--- src/rtl/pipeline_register_chain_if.sv ---
// Bus bundle for pipeline_register_chain: upstream payload, per-stage controls,
// and the registered stage view that the chain drives back.
interface pipeline_register_chain_if #(
    parameter int WIDTH = 32,
    parameter int DEPTH = 4,
    parameter int CNT_W = 16
);
    logic [WIDTH-1:0]       data_in;
    logic                   valid_in;
    logic [DEPTH-1:0]       stall;
    logic [DEPTH-1:0]       flush;
    logic                   count_clear;
    logic [DEPTH*WIDTH-1:0] stage_data;
    logic [DEPTH-1:0]       stage_valid;
    logic [WIDTH-1:0]       data_out;
    logic                   valid_out;
    logic [CNT_W-1:0]       idle_cycles;

    modport master (
        output data_in, valid_in, stall, flush, count_clear,
        input  stage_data, stage_valid, data_out, valid_out, idle_cycles
    );

    modport slave (
        input  data_in, valid_in, stall, flush, count_clear,
        output stage_data, stage_valid, data_out, valid_out, idle_cycles
    );
endinterface

--- src/rtl/pipeline_register_chain.sv ---
// Chain of DEPTH payload/valid pipeline registers with per-stage stall and flush,
// automatic bubble insertion below a stall, and a saturating idle-cycle counter.
module pipeline_register_chain #(
    parameter int WIDTH = 32,
    parameter int DEPTH = 4,
    parameter int CNT_W = 16
) (
    input logic                       clk,
    input logic                       reset,
    pipeline_register_chain_if.slave  bus
);

    logic [DEPTH-1:0] hold;
    logic [DEPTH-1:0] kill;

    logic [WIDTH-1:0] payload_q [DEPTH];
    logic [WIDTH-1:0] payload_d [DEPTH];
    logic [DEPTH-1:0] valid_q;
    logic [DEPTH-1:0] valid_d;
    logic [CNT_W-1:0] idle_q;
    logic [CNT_W-1:0] idle_d;

    // hold[i]/kill[i] are true when any stage at or below i stalls/flushes.
    always_comb begin
        for (int i = 0; i < DEPTH; i++) begin
            hold[i] = |(bus.stall >> i);
            kill[i] = |(bus.flush >> i);
        end
    end

    always_comb begin
        // NOTE: every combinational output gets a default first so no path
        // leaves it unassigned and no latch is inferred.
        for (int i = 0; i < DEPTH; i++) begin
            payload_d[i] = payload_q[i];
            valid_d[i]   = valid_q[i];
        end

        if (kill[0]) begin
            payload_d[0] = '0;
            valid_d[0]   = 1'b0;
        end else if (!hold[0]) begin
            payload_d[0] = bus.data_in;
            valid_d[0]   = bus.valid_in;
        end

        // A killed upstream stage is not really holding, so its current
        // contents still drain into the next stage instead of a bubble.
        for (int i = 1; i < DEPTH; i++) begin
            if (kill[i]) begin
                payload_d[i] = '0;
                valid_d[i]   = 1'b0;
            end else if (!hold[i]) begin
                if (hold[i-1] && !kill[i-1]) begin
                    payload_d[i] = '0;
                    valid_d[i]   = 1'b0;
                end else begin
                    payload_d[i] = payload_q[i-1];
                    valid_d[i]   = valid_q[i-1];
                end
            end
        end
    end

    always_comb begin
        idle_d = idle_q;
        if (bus.count_clear) begin
            idle_d = '0;
        end else if (!valid_q[DEPTH-1] && (idle_q != {CNT_W{1'b1}})) begin
            idle_d = idle_q + CNT_W'(1);
        end
    end

    // NOTE: the payload array is reset element by element because a flushed
    // or reset stage must present an all-zero NOP payload, not stale data.
    always_ff @(posedge clk or posedge reset) begin
        if (reset) begin
            for (int i = 0; i < DEPTH; i++) begin
                payload_q[i] <= '0;
            end
            valid_q <= '0;
            idle_q  <= '0;
        end else begin
            // NOTE: state updates use non-blocking assignments so every
            // stage samples its neighbour's pre-edge value.
            for (int i = 0; i < DEPTH; i++) begin
                payload_q[i] <= payload_d[i];
            end
            valid_q <= valid_d;
            idle_q  <= idle_d;
        end
    end

    for (genvar g = 0; g < DEPTH; g++) begin : g_stage_out
        assign bus.stage_data[g*WIDTH +: WIDTH] = payload_q[g];
    end

    assign bus.stage_valid = valid_q;
    assign bus.data_out    = payload_q[DEPTH-1];
    assign bus.valid_out   = valid_q[DEPTH-1];
    assign bus.idle_cycles = idle_q;

endmodule

--- src/flat_wrapper.sv ---
// flat-port wrapper written by rule: the top's interface ports become plain ports
module pipeline_register_chain_flat 
#(
    parameter int WIDTH = 32,
    parameter int DEPTH = 4,
    parameter int CNT_W = 16
)
  (clk, reset, bus_data_in, bus_valid_in, bus_stall, bus_flush, bus_count_clear, bus_stage_data, bus_stage_valid, bus_data_out, bus_valid_out, bus_idle_cycles);
  pipeline_register_chain_if #(.WIDTH(WIDTH), .DEPTH(DEPTH), .CNT_W(CNT_W)) bus_i ();
  input logic clk;
  input logic reset;
  input wire logic [$bits(bus_i.data_in)-1:0] bus_data_in;
  input wire logic [$bits(bus_i.valid_in)-1:0] bus_valid_in;
  input wire logic [$bits(bus_i.stall)-1:0] bus_stall;
  input wire logic [$bits(bus_i.flush)-1:0] bus_flush;
  input wire logic [$bits(bus_i.count_clear)-1:0] bus_count_clear;
  output wire logic [$bits(bus_i.stage_data)-1:0] bus_stage_data;
  output wire logic [$bits(bus_i.stage_valid)-1:0] bus_stage_valid;
  output wire logic [$bits(bus_i.data_out)-1:0] bus_data_out;
  output wire logic [$bits(bus_i.valid_out)-1:0] bus_valid_out;
  output wire logic [$bits(bus_i.idle_cycles)-1:0] bus_idle_cycles;
  assign bus_i.data_in = bus_data_in;
  assign bus_i.valid_in = bus_valid_in;
  assign bus_i.stall = bus_stall;
  assign bus_i.flush = bus_flush;
  assign bus_i.count_clear = bus_count_clear;
  assign bus_stage_data = bus_i.stage_data;
  assign bus_stage_valid = bus_i.stage_valid;
  assign bus_data_out = bus_i.data_out;
  assign bus_valid_out = bus_i.valid_out;
  assign bus_idle_cycles = bus_i.idle_cycles;
  pipeline_register_chain #(.WIDTH(WIDTH), .DEPTH(DEPTH), .CNT_W(CNT_W)) u_core (.clk(clk), .reset(reset), .bus(bus_i));
endmodule
--- config.mk ---
export PLATFORM = sky130hd
export DESIGN_NAME = pipeline_register_chain_flat
export DESIGN_NICKNAME = d
export VERILOG_FILES = /design/src/rtl/pipeline_register_chain_if.sv /design/src/rtl/pipeline_register_chain.sv /design/src/flat_wrapper.sv
export SDC_FILE = /design/constraint.sdc
export NUM_CORES = 1
export LEC_CHECK = 0
export CAP_MARGIN = 20
export CORE_MARGIN = 2
export CORE_UTILIZATION = 28
export DETAILED_ROUTE_END_ITERATION = 10
export PLACE_DENSITY = 0.65
export SYNTH_ARGS = -nofsm -noshare
export SYNTH_HDL_FRONTEND = slang
export SYNTH_SLANG_ARGS = --single-unit
--- constraint.sdc ---
create_clock -name clk -period 10.7 [get_ports clk]
set_clock_uncertainty 0.2 [all_clocks]
set_input_delay 2.675 -clock clk [delete_from_list [all_inputs] [get_ports clk]]
set_output_delay 2.675 -clock clk [all_outputs]
set_load 0.01 [all_outputs]
==> results by group, run 1 <==
Synth
  • Yosys top cell by area: dfrtp_1
  • Post-Syn Instances: 507
  • Area contributors post-synth: dfrtp_1, a22o_1, nand2_1
  • Avg Synthesized Cell Area: 11.73 sq um
  • Share of the synthesized area in the top cell type: 0.6229
  • Post-synth EDFFs: 0
  • Syn nets: 552
  • Unique cell type count in the Yosys netlist: 36
  • Asr flop ratio synth: 1.000
  • Number of warnings issued by yosys: 0
  • Synth Register Bits: 148
  • Netlist Area Pre-Place: 0.005946 sq mm
  • Register area share after synthesis: 0.6229
  • Synth Flop Type: dfrtp_1

Clocking
  • Worst-path clk slew: 0.06 ns
  • Clock Path Buffers: 2
  • Clock root buffer: clkbuf_16
  • CTS tree: yes
  • TritonCTS buffer count: 17
  • Hold-fix buffers at CTS: 0
  • Clock sink count: 148
  • H-Tree Depth: 4
  • Number of gates resized after cts: 0
  • Clock latency at the later pin of the worst-skew pair: 0.42 ns
  • Post-CTS Setup Inserts: 0

STA
  • Final Critical Period: 4.589 ns
  • Max_slew headroom: 0.4068
  • Setup Viol. Count Final: 0
  • Slack of the critical path: 6.111 ns
  • F_max: 0.2179 GHz
  • Fin Setup TNS: 0 ns
  • Final hold slack: 0.3116 ns
  • Final Max Slew Viols: 0
  • Final hold vios: 0
  • RSZ-0062 raised after global routing: no
  • Worst-margin pin slew: 0.8898 ns
  • Fin crit share: 0.4288

Status
  • Status: finished clean

Global route
  • GRT overflow: 0
  • Largest net degree at the start of global routing: 94
  • All-Layer GR Usage: 0.1573
  • First-pass GRT wire length: 26810 um
  • Vias in the first global route: 4492
  • Antenna violations before repair: 0

Place
  • Gpl congestion: 0.8180
  • Placed Area: 0.008292 sq mm
  • Placed Instances: 947
  • Setup slack after placement: 5.689 ns
  • DP Wirelength: 12820 um
  • Port Buf Inserts: 224

Final layout
  • Synthesis-to-finish area growth: 48.76%
  • Share of layout cells above drive strength 1: 0.07681
  • Final Util: 0.4221
  • Non-Filler Instances: 978
  • Final Net Count: 736
  • Diodes inserted: 0
  • # fillers: 2028
  • Final Instance Area: 0.008845 sq mm

Setup path
  • CP Data Arrival Time: 4.74 ns
  • Worst Setup Start Kind: input pin
  • R2r worst-path depth: 4
  • Cell mode on critical path: buf_4
  • Reg2reg start: u_core.bus.stage_valid[3]
  • Max FO, Critical Path: 34
  • Worst-path cell chain: clkdlybuf4s50_1 > nor3_1 > nor4_4 > buf_4 > nor4b_4 > buf_4 > a22o_1
  • WS Path Type: in2reg
  • CP required: 10.85 ns
  • CP delay by family, top: buffers and inverters
  • Slowest CP cell: clkdlybuf4s50_1
  • Bufs and invs on worst path: 3
  • Reg-to-Reg End: u_core.bus.idle_cycles[13]
  • Critical path endpoint category: flop
  • Max incr delay on CP: 0.53 ns
  • Reg2Reg Setup Slack: 8.46 ns

Floorplan
  • Core Rows: 53
  • Die Wd: 149.7 um
  • Initial core utilization: 0.2837
  • Core Box Area: 0.02096 sq mm
  • Num ports: 225
  • Die Span Y: 149.7 um
  • Die area: 0.02242 sq mm

Routing
  • DR vias: 4681
  • Detail Route Antenna Nets: 0
  • Number of DRC markers in iteration 0: 214
  • Iteration count of the initial detailed-routing pass: 4
  • Via/cell ratio: 4.786
  • DRC Markers: 0
  • Avg WL per Cell: 17.90 um
  • Total wire length: 17500 um

Worst hold path
  • Hold crit path type: reg2reg
  • Hold EP: u_core.bus.stage_data[59]
  • Hold Crit Start: u_core.bus.stage_data[27]
  • Worst hold path depth: 1

Pwr
  • PD cells: 132.7 mW/mm^2
  • Pwr Total: 1.174 mW
  • Pleak: 3.667 nW
  • Worst VDD drop: 0.09318 mV

Job
  • Maxcap violations: 0
cell usage after synthesis, types with 2 or more instances:
| master | number |
|---|---|
| clkbuf_1 | 32 |
| nor4_1 | 3 |
| a22o_1 | 99 |
| nor2_1 | 8 |
| o31ai_1 | 6 |
| nor3_1 | 8 |
| nand2_1 | 73 |
| buf_2 | 2 |
| nor2b_1 | 2 |
| nand4_1 | 3 |
| inv_1 | 4 |
| o21ai_0 | 4 |
| buf_1 | 2 |
| a31oi_1 | 2 |
| and4_1 | 3 |
| nand3_1 | 5 |
| buf_4 | 33 |
| a21oi_1 | 44 |
| or4_1 | 6 |
| or3_1 | 3 |
| nor4_2 | 3 |
| dfrtp_1 | 148 |
where the power goes:
part	total [mW]	switching, mW	internal (mW)
clock	0.557	0.223	0.334
sequential	0.563	0.00158	0.561
combinational	0.0542	0.0326	0.0216
layout by cell type (no fill, tap or decap), types with 5 or more instances in the layout:
master,Yosys,final
clkdlybuf4s50_1,0,224
clkinv_2,0,6
a22o_1,99,99
or4_1,6,6
nor3_1,8,6
nand3_1,5,5
a21oi_1,44,44
nor2_1,8,8
dfrtp_1,148,148
buf_4,33,9
nand2_1,73,73
o31ai_1,6,6
clkbuf_16,0,17
cell type report:
cell class	instances	area [sq um]	area share
Inverter	4	20.02	0.002263
Sequential cell	148	3704	0.4187
Multi-Input combinational cell	286	1887	0.2133
Timing Repair Buffer	234	2337	0.2643
Tap cell	275	344.1	0.03890
Clock buffer	21	470.5	0.05319
Clock inverter	10	82.58	0.009337
metal layers:
metal,track usage,share of wire
met5,0,0
met3,0.03628,0.041
met2,0.2408,0.48
met1,0.2136,0.45
met4,0.06887,0.030
cell families (layout without fill, tap and decap cells):
family,Yosys count,after routing,synth area share
compound gates,159,159,0.2018
flops,148,148,0.6229
simple gates,125,125,0.1044
buf+inv,73,269,0.06734
fa+ha+maj,1,1,0.002104
xor+xnor,1,1,0.001473
sequential cells by signal (all words and copies together) (netlist names):
name                    flops
u_core.bus.stage_valid      4
u_core.bus.stage_data      96
u_core.bus.data_out        32
u_core.bus.idle_cycles     16
worst max-delay path by stage:
stage	start	slack, ns	to	depth (start not counted)
global placement	bus_stall[3]	5.74	u_core.bus.stage_data[89]	7
finish	bus_stall[3]	6.11	u_core.bus.stage_data[89]	7
CTS	bus_stall[3]	6.13	u_core.bus.stage_data[89]	7
global route	bus_stall[3]	5.93	u_core.bus.stage_data[89]	7
floorplan	reset	3.85	u_core.bus.data_out[0]	1
detailed placement	bus_stall[3]	5.69	u_core.bus.stage_data[89]	7
Power figures use the tool's default switching activity.
==> run 2, diff against run 1 <==
PLACE_DENSITY = 0.67   (was 0.65)
clock period = 3.7 ns   (was 10.7 ns; I/O delays follow)
==> results by group, run 2 (synthesized netlist as in run 1, its figures left out) <==
STA
  • Final hold vios: 0 (unchanged)
  • Worst-margin pin slew: 0.6853 ns (-0.2046 ns)
  • Fin crit share: 0.7336
  • Final Max Slew Viols: 0 (unchanged)
  • Max_slew headroom: 0.5394 (+0.1326)
  • F_max: 0.3684 GHz
  • Final Critical Period: 2.714 ns
  • Fin Setup TNS: 0 ns (unchanged)
  • Setup Viol. Count Final: 0 (unchanged)
  • RSZ-0062 raised after global routing: no

Routing
  • DR vias: 4597 (-1.8%)
  • DRC Markers: 0 (unchanged)
  • Number of DRC markers in iteration 0: 276 (+29%)
  • Iteration count of the initial detailed-routing pass: 4 (unchanged)
  • Via/cell ratio: 4.691 (-2.0%)
  • Avg WL per Cell: 17.66 um (-1.3%)
  • Total wire length: 17300 um (-1.1%)
  • Detail Route Antenna Nets: 0 (unchanged)

Final layout
  • Diodes inserted: 0 (unchanged)
  • Final Net Count: 737 (+0.14%)
  • Final Util: 0.4244 (+0.002329)
  • # fillers: 2029 (+0.049%)
  • Most common cell after layout, fill and taps aside: clkdlybuf4s50_1
  • Most frequent cells in the layout: clkdlybuf4s50_1, dfrtp_1, a22o_1
  • Number of flip-flops in the largest register: 96 (unchanged)
  • Share of layout cells above drive strength 1: 0.07801 (+0.001201)
  • Synthesis-to-finish area growth: 49.58%

Job
  • Maxcap violations: 0 (unchanged)

Setup path
  • Bufs and invs on worst path: 1 (-2)
  • Slowest CP cell: clkdlybuf4s50_1
  • Worst Setup Start Kind: flop
  • Worst-path cell chain: clkdlybuf4s50_1
  • WS Path Type: reg2out
  • CP required: 2.57 ns (-8.28 ns)
  • Critical path endpoint category: primary output
  • Reg2Reg Setup Slack: 1.39 ns (-7.07 ns)
  • CP delay by family, top: buffers and inverters
  • Max FO, Critical Path: 13 (-62%)
  • Max incr delay on CP: 0.61 ns (+0.08 ns)
  • CP Data Arrival Time: 1.59 ns (-3.15 ns)

Clocking
  • TritonCTS buffer count: 17 (unchanged)
  • Worst-path clk slew: 0.06 ns (about the same)
  • Clock root buffer: clkbuf_16
  • Clock Path Buffers: 2 (unchanged)
  • Clock sink count: 148 (unchanged)
  • Post-CTS Setup Inserts: 0 (unchanged)
  • Clock latency at the later pin of the worst-skew pair: 0.42 ns (about the same)
  • H-Tree Depth: 4 (unchanged)
  • Number of gates resized after cts: 0 (unchanged)
  • Hold-fix buffers at CTS: 0 (unchanged)
  • CTS tree: yes

Floorplan
  • Core Box Area: 0.02096 sq mm (unchanged)
  • Die Span Y: 149.7 um (unchanged)
  • Die area: 0.02242 sq mm (unchanged)
  • Core Rows: 53 (unchanged)
  • Initial core utilization: 0.2837 (unchanged)
  • Num ports: 225 (unchanged)
  • Die Wd: 149.7 um (unchanged)

Pwr
  • Worst VDD drop: 0.2707 mV (+190%)
  • PD cells: 396.6 mW/mm^2 (+200%)
  • Pleak: 3.674 nW (+0.20%)

Global route
  • Antenna violations before repair: 0 (unchanged)
  • First-pass GRT wire length: 26700 um (-0.41%)
  • All-Layer GR Usage: 0.1574 (+0.0001649)
  • Largest net degree at the start of global routing: 115 (+22%)
  • GRT overflow: 0 (unchanged)
  • Vias in the first global route: 4443 (-1.1%)

Status
  • Status: finished clean

Place
  • Port Buf Inserts: 224 (unchanged)
  • Gpl congestion: 0.8264 (+1.0%)
  • DP Wirelength: 12570 um (-2.0%)

Worst hold path
  • Hold crit path type: reg2reg
run 2: where the power goes:
group | internal, mW | leakage (nW) | switching [mW]
Combinational | 0.0633 | 1.33 | 0.0938
Clock | 1.08 | 0.282 | 0.666
Sequential | 1.62 | 2.07 | 0.00441
run 2: path summary, 6_finish.rpt:
check	from	end	depth (start not counted)
worst min register to register	u_core.bus.stage_data[19]	u_core.bus.stage_data[51]	1
worst max register to register	u_core.bus.stage_valid[3]	u_core.bus.idle_cycles[13]	4
worst max-delay path	u_core.bus.stage_valid[3]	bus_stage_valid[3]	1
max in group asynchronous	reset	u_core.bus.stage_data[9]	3
worst min-delay path	u_core.bus.stage_data[19]	u_core.bus.stage_data[51]	1
min in group asynchronous	reset	u_core.bus.idle_cycles[2]	3
run 2: per-stage QoR:
stage / hold WS (ns) / setup WS, ns / cells / instance area (sq um) / total power [mW]
final: 0.3090 / 0.9856 / 980 / 8894 / 3.527
after global routing: 0.3363 / 0.8615 / 980 / 8894 / 3.668
after CTS: 0.3102 / 0.9713 / 980 / 8894 / 3.575
after detailed placement: 0.2968 / 0.5699 / 948 / 8290 / 1.816
after global placement: 0.2968 / 0.6114 / 948 / 8290 / 1.815
after floorplan: 0.3515 / 0.7140 / 507 / 5949 / 1.727
run 2: layer usage:
layer / routed length (um) / GRT usage / vias to the layer above / part of all wire
met2: 8246 / 0.2440 / 137 / 0.48
met4: 473 / 0.06274 / 0 / 0.027
met1: 7842 / 0.2129 / 2234 / 0.45
met3: 741 / 0.03780 / 26 / 0.043
li1: - / - / 2200 / -
met5: 0 / 0 / - / 0
run 2: area by class of cell:
type	count	area [sq um]	area share
Multi-Input combinational cell	286	1887	0.2122
Inverter	4	18.77	0.002110
Timing Repair Buffer	235	2337	0.2628
Clock buffer	20	446.7	0.05023
Sequential cell	148	3704	0.4164
Clock inverter	12	156.4	0.01759
Tap cell	275	344.1	0.03869
==> run 3, diff against run 2 <==
PLACE_DENSITY = 0.65   (was 0.67)
clock period = 2.6 ns   (was 3.7 ns; I/O delays follow)
==> results by group, run 3 (synthesized netlist as in run 1, its figures left out) <==
Status
  • Status: finished clean

Routing
  • Total wire length: 17490 um (+1.1%)
  • DR vias: 4602 (+0.11%)
  • Avg WL per Cell: 17.74 um (+0.47%)
  • DRC Markers: 0 (unchanged)
  • Detail Route Antenna Nets: 0 (unchanged)
  • Number of DRC markers in iteration 0: 214 (-22%)
  • Via/cell ratio: 4.667 (-0.50%)
  • Iteration count of the initial detailed-routing pass: 4 (unchanged)

Setup path
  • Worst path depth: 1 (unchanged)
  • CP required: 1.75 ns (-0.82 ns)
  • Worst-path cell chain: clkdlybuf4s50_1
  • Critical path endpoint category: primary output
  • R2r worst-path depth: 4 (unchanged)
  • WS Path Type: reg2out
  • CP delay by family, top: buffers and inverters
  • Slowest CP cell: clkdlybuf4s50_1
  • Worst Setup Start Kind: flop
  • Bufs and invs on worst path: 1 (unchanged)
  • CP Data Arrival Time: 1.48 ns (-0.11 ns)
  • Max FO, Critical Path: 7 (-6)
  • Max incr delay on CP: 0.59 ns (-0.02 ns)

Final layout
  • Share of layout cells above drive strength 1: 0.08439 (+0.006374)
  • Non-Filler Instances: 986 (+0.61%)
  • Most frequent cells in the layout: clkdlybuf4s50_1, dfrtp_1, a22o_1
  • Number of flip-flops in the largest register: 96 (unchanged)
  • Final Net Count: 743 (+0.81%)
  • Most common cell after layout, fill and taps aside: clkdlybuf4s50_1
  • Diodes inserted: 0 (unchanged)
  • Final Instance Area: 0.008976 sq mm (+0.93%)
  • Synthesis-to-finish area growth: 50.97%

STA
  • Final Max Slew Viols: 0 (unchanged)
  • RSZ-0062 raised after global routing: no
  • F_max: 0.4286 GHz
  • Worst-margin pin slew: 0.6778 ns (-0.007456 ns)
  • Final Critical Period: 2.333 ns
  • Max_slew headroom: 0.5444 (+0.005012)
  • Fin Setup TNS: 0 ns (unchanged)
  • Slack of the critical path: 0.2667 ns (-0.7189 ns)
  • Final hold vios: 0 (unchanged)
  • Fin crit share: 0.8974
  • Setup Viol. Count Final: 0 (unchanged)

Clocking
  • Clock root buffer: clkbuf_16
  • Worst-path clk slew: 0.06 ns (about the same)
  • TritonCTS buffer count: 17 (unchanged)
  • Clock Path Buffers: 2 (unchanged)
  • Post-CTS Setup Inserts: 0 (unchanged)
  • Clock latency at the later pin of the worst-skew pair: 0.41 ns (about the same)
  • CTS tree: yes
  • H-Tree Depth: 4 (unchanged)
  • Clock sink count: 148 (unchanged)
  • Number of gates resized after cts: 0 (unchanged)
  • Hold-fix buffers at CTS: 0 (unchanged)

Global route
  • GRT overflow: 0 (unchanged)
  • First-pass GRT wire length: 26990 um (+1.1%)
  • Vias in the first global route: 4597 (+3.5%)
  • Largest net degree at the start of global routing: 81 (-30%)
  • Antenna violations before repair: 0 (unchanged)
  • All-Layer GR Usage: 0.1581 (+0.0006625)

Pwr
  • PD cells: 544.2 mW/mm^2 (+37%)
  • Pwr Total: 4.885 mW (+38%)
  • Worst VDD drop: 0.3907 mV (+44%)
  • Pleak: 3.720 nW (+1.3%)

Place
  • Gpl congestion: 0.8046 (-2.6%)
  • Setup slack after placement: 0.06207 ns (-0.5078 ns)
  • DP Wirelength: 12910 um (+2.7%)
  • Port Buf Inserts: 224 (unchanged)
  • Placed Instances: 954 (+0.63%)
  • Placed Area: 0.008411 sq mm (+1.4%)

Job
  • Maxcap violations: 0 (unchanged)

Floorplan
  • Core Rows: 53 (unchanged)
  • Die area: 0.02242 sq mm (unchanged)
  • Die Wd: 149.7 um (unchanged)
  • Core Box Area: 0.02096 sq mm (unchanged)
  • Initial core utilization: 0.2837 (unchanged)
  • Num ports: 225 (unchanged)
  • Die Span Y: 149.7 um (unchanged)

Worst hold path
  • Hold crit path type: reg2reg
  • Worst hold path depth: 1 (unchanged)
## run 3: cell count changes in the layout (fill, tap and decap cells not counted), sizes merged
cell      change
inv           +1
clkinv        -1
clkbuf        +4
clkinvlp      -2
bufinv        -2
buf           +6
## run 3: layout make-up
type	count	area, sq um
inverters	4	18.77
well taps	275	344.1
clock buffers	24	491.7
clock inverters	8	73.82
flip-flops and latches	148	3704
fillers	2015	11980
repair buffers	241	2457
multi-input cells	286	1887
## run 3: per-stage QoR
step	util	hold WS [ns]
floorplan	-	0.3515
global placement	0.4014	0.2980
detailed placement	0.4014	0.3024
CTS	0.4284	0.3158
global route	0.4284	0.3368
finish	0.4284	0.3100
## run 3: worst paths after layout
check / start / end / slack [ns]
max in group asynchronous: reset / u_core.bus.stage_data[51] / 1.30
min in group asynchronous: reset / u_core.bus.idle_cycles[2] / 0.53
worst min-delay path: u_core.bus.stage_data[10] / u_core.bus.stage_data[42] / 0.31
worst min register to register: u_core.bus.stage_data[10] / u_core.bus.stage_data[42] / 0.31
worst max-delay path: u_core.bus.idle_cycles[12] / bus_idle_cycles[12] / 0.27
worst max register to register: u_core.bus.idle_cycles[2] / u_core.bus.idle_cycles[13] / 0.50
## run 3: metal layers
| layer | wire length (um) | share of wire | up-vias | GRT usage |
|---|---|---|---|---|
| li1 | - | - | 2205 | - |
| met1 | 7862 | 0.45 | 2247 | 0.2128 |
| met2 | 8421 | 0.48 | 125 | 0.2477 |
| met3 | 759 | 0.043 | 25 | 0.03628 |
| met4 | 446 | 0.026 | 0 | 0.06274 |
| met5 | 0 | 0 | - | 0 |
## run 3: worst register-to-register path: stages, from the launching register on
cell      delay (ns)
dfrtp_1         0.48
nand4b_2        0.20
or3_1           0.49
or4_1           0.51
a21oi_1         0.15
## run 3: where the power goes
part / internal, mW / switching, mW
logic: 0.102 / 0.136
clock network: 1.42 / 0.916
registers: 2.31 / 0.00618
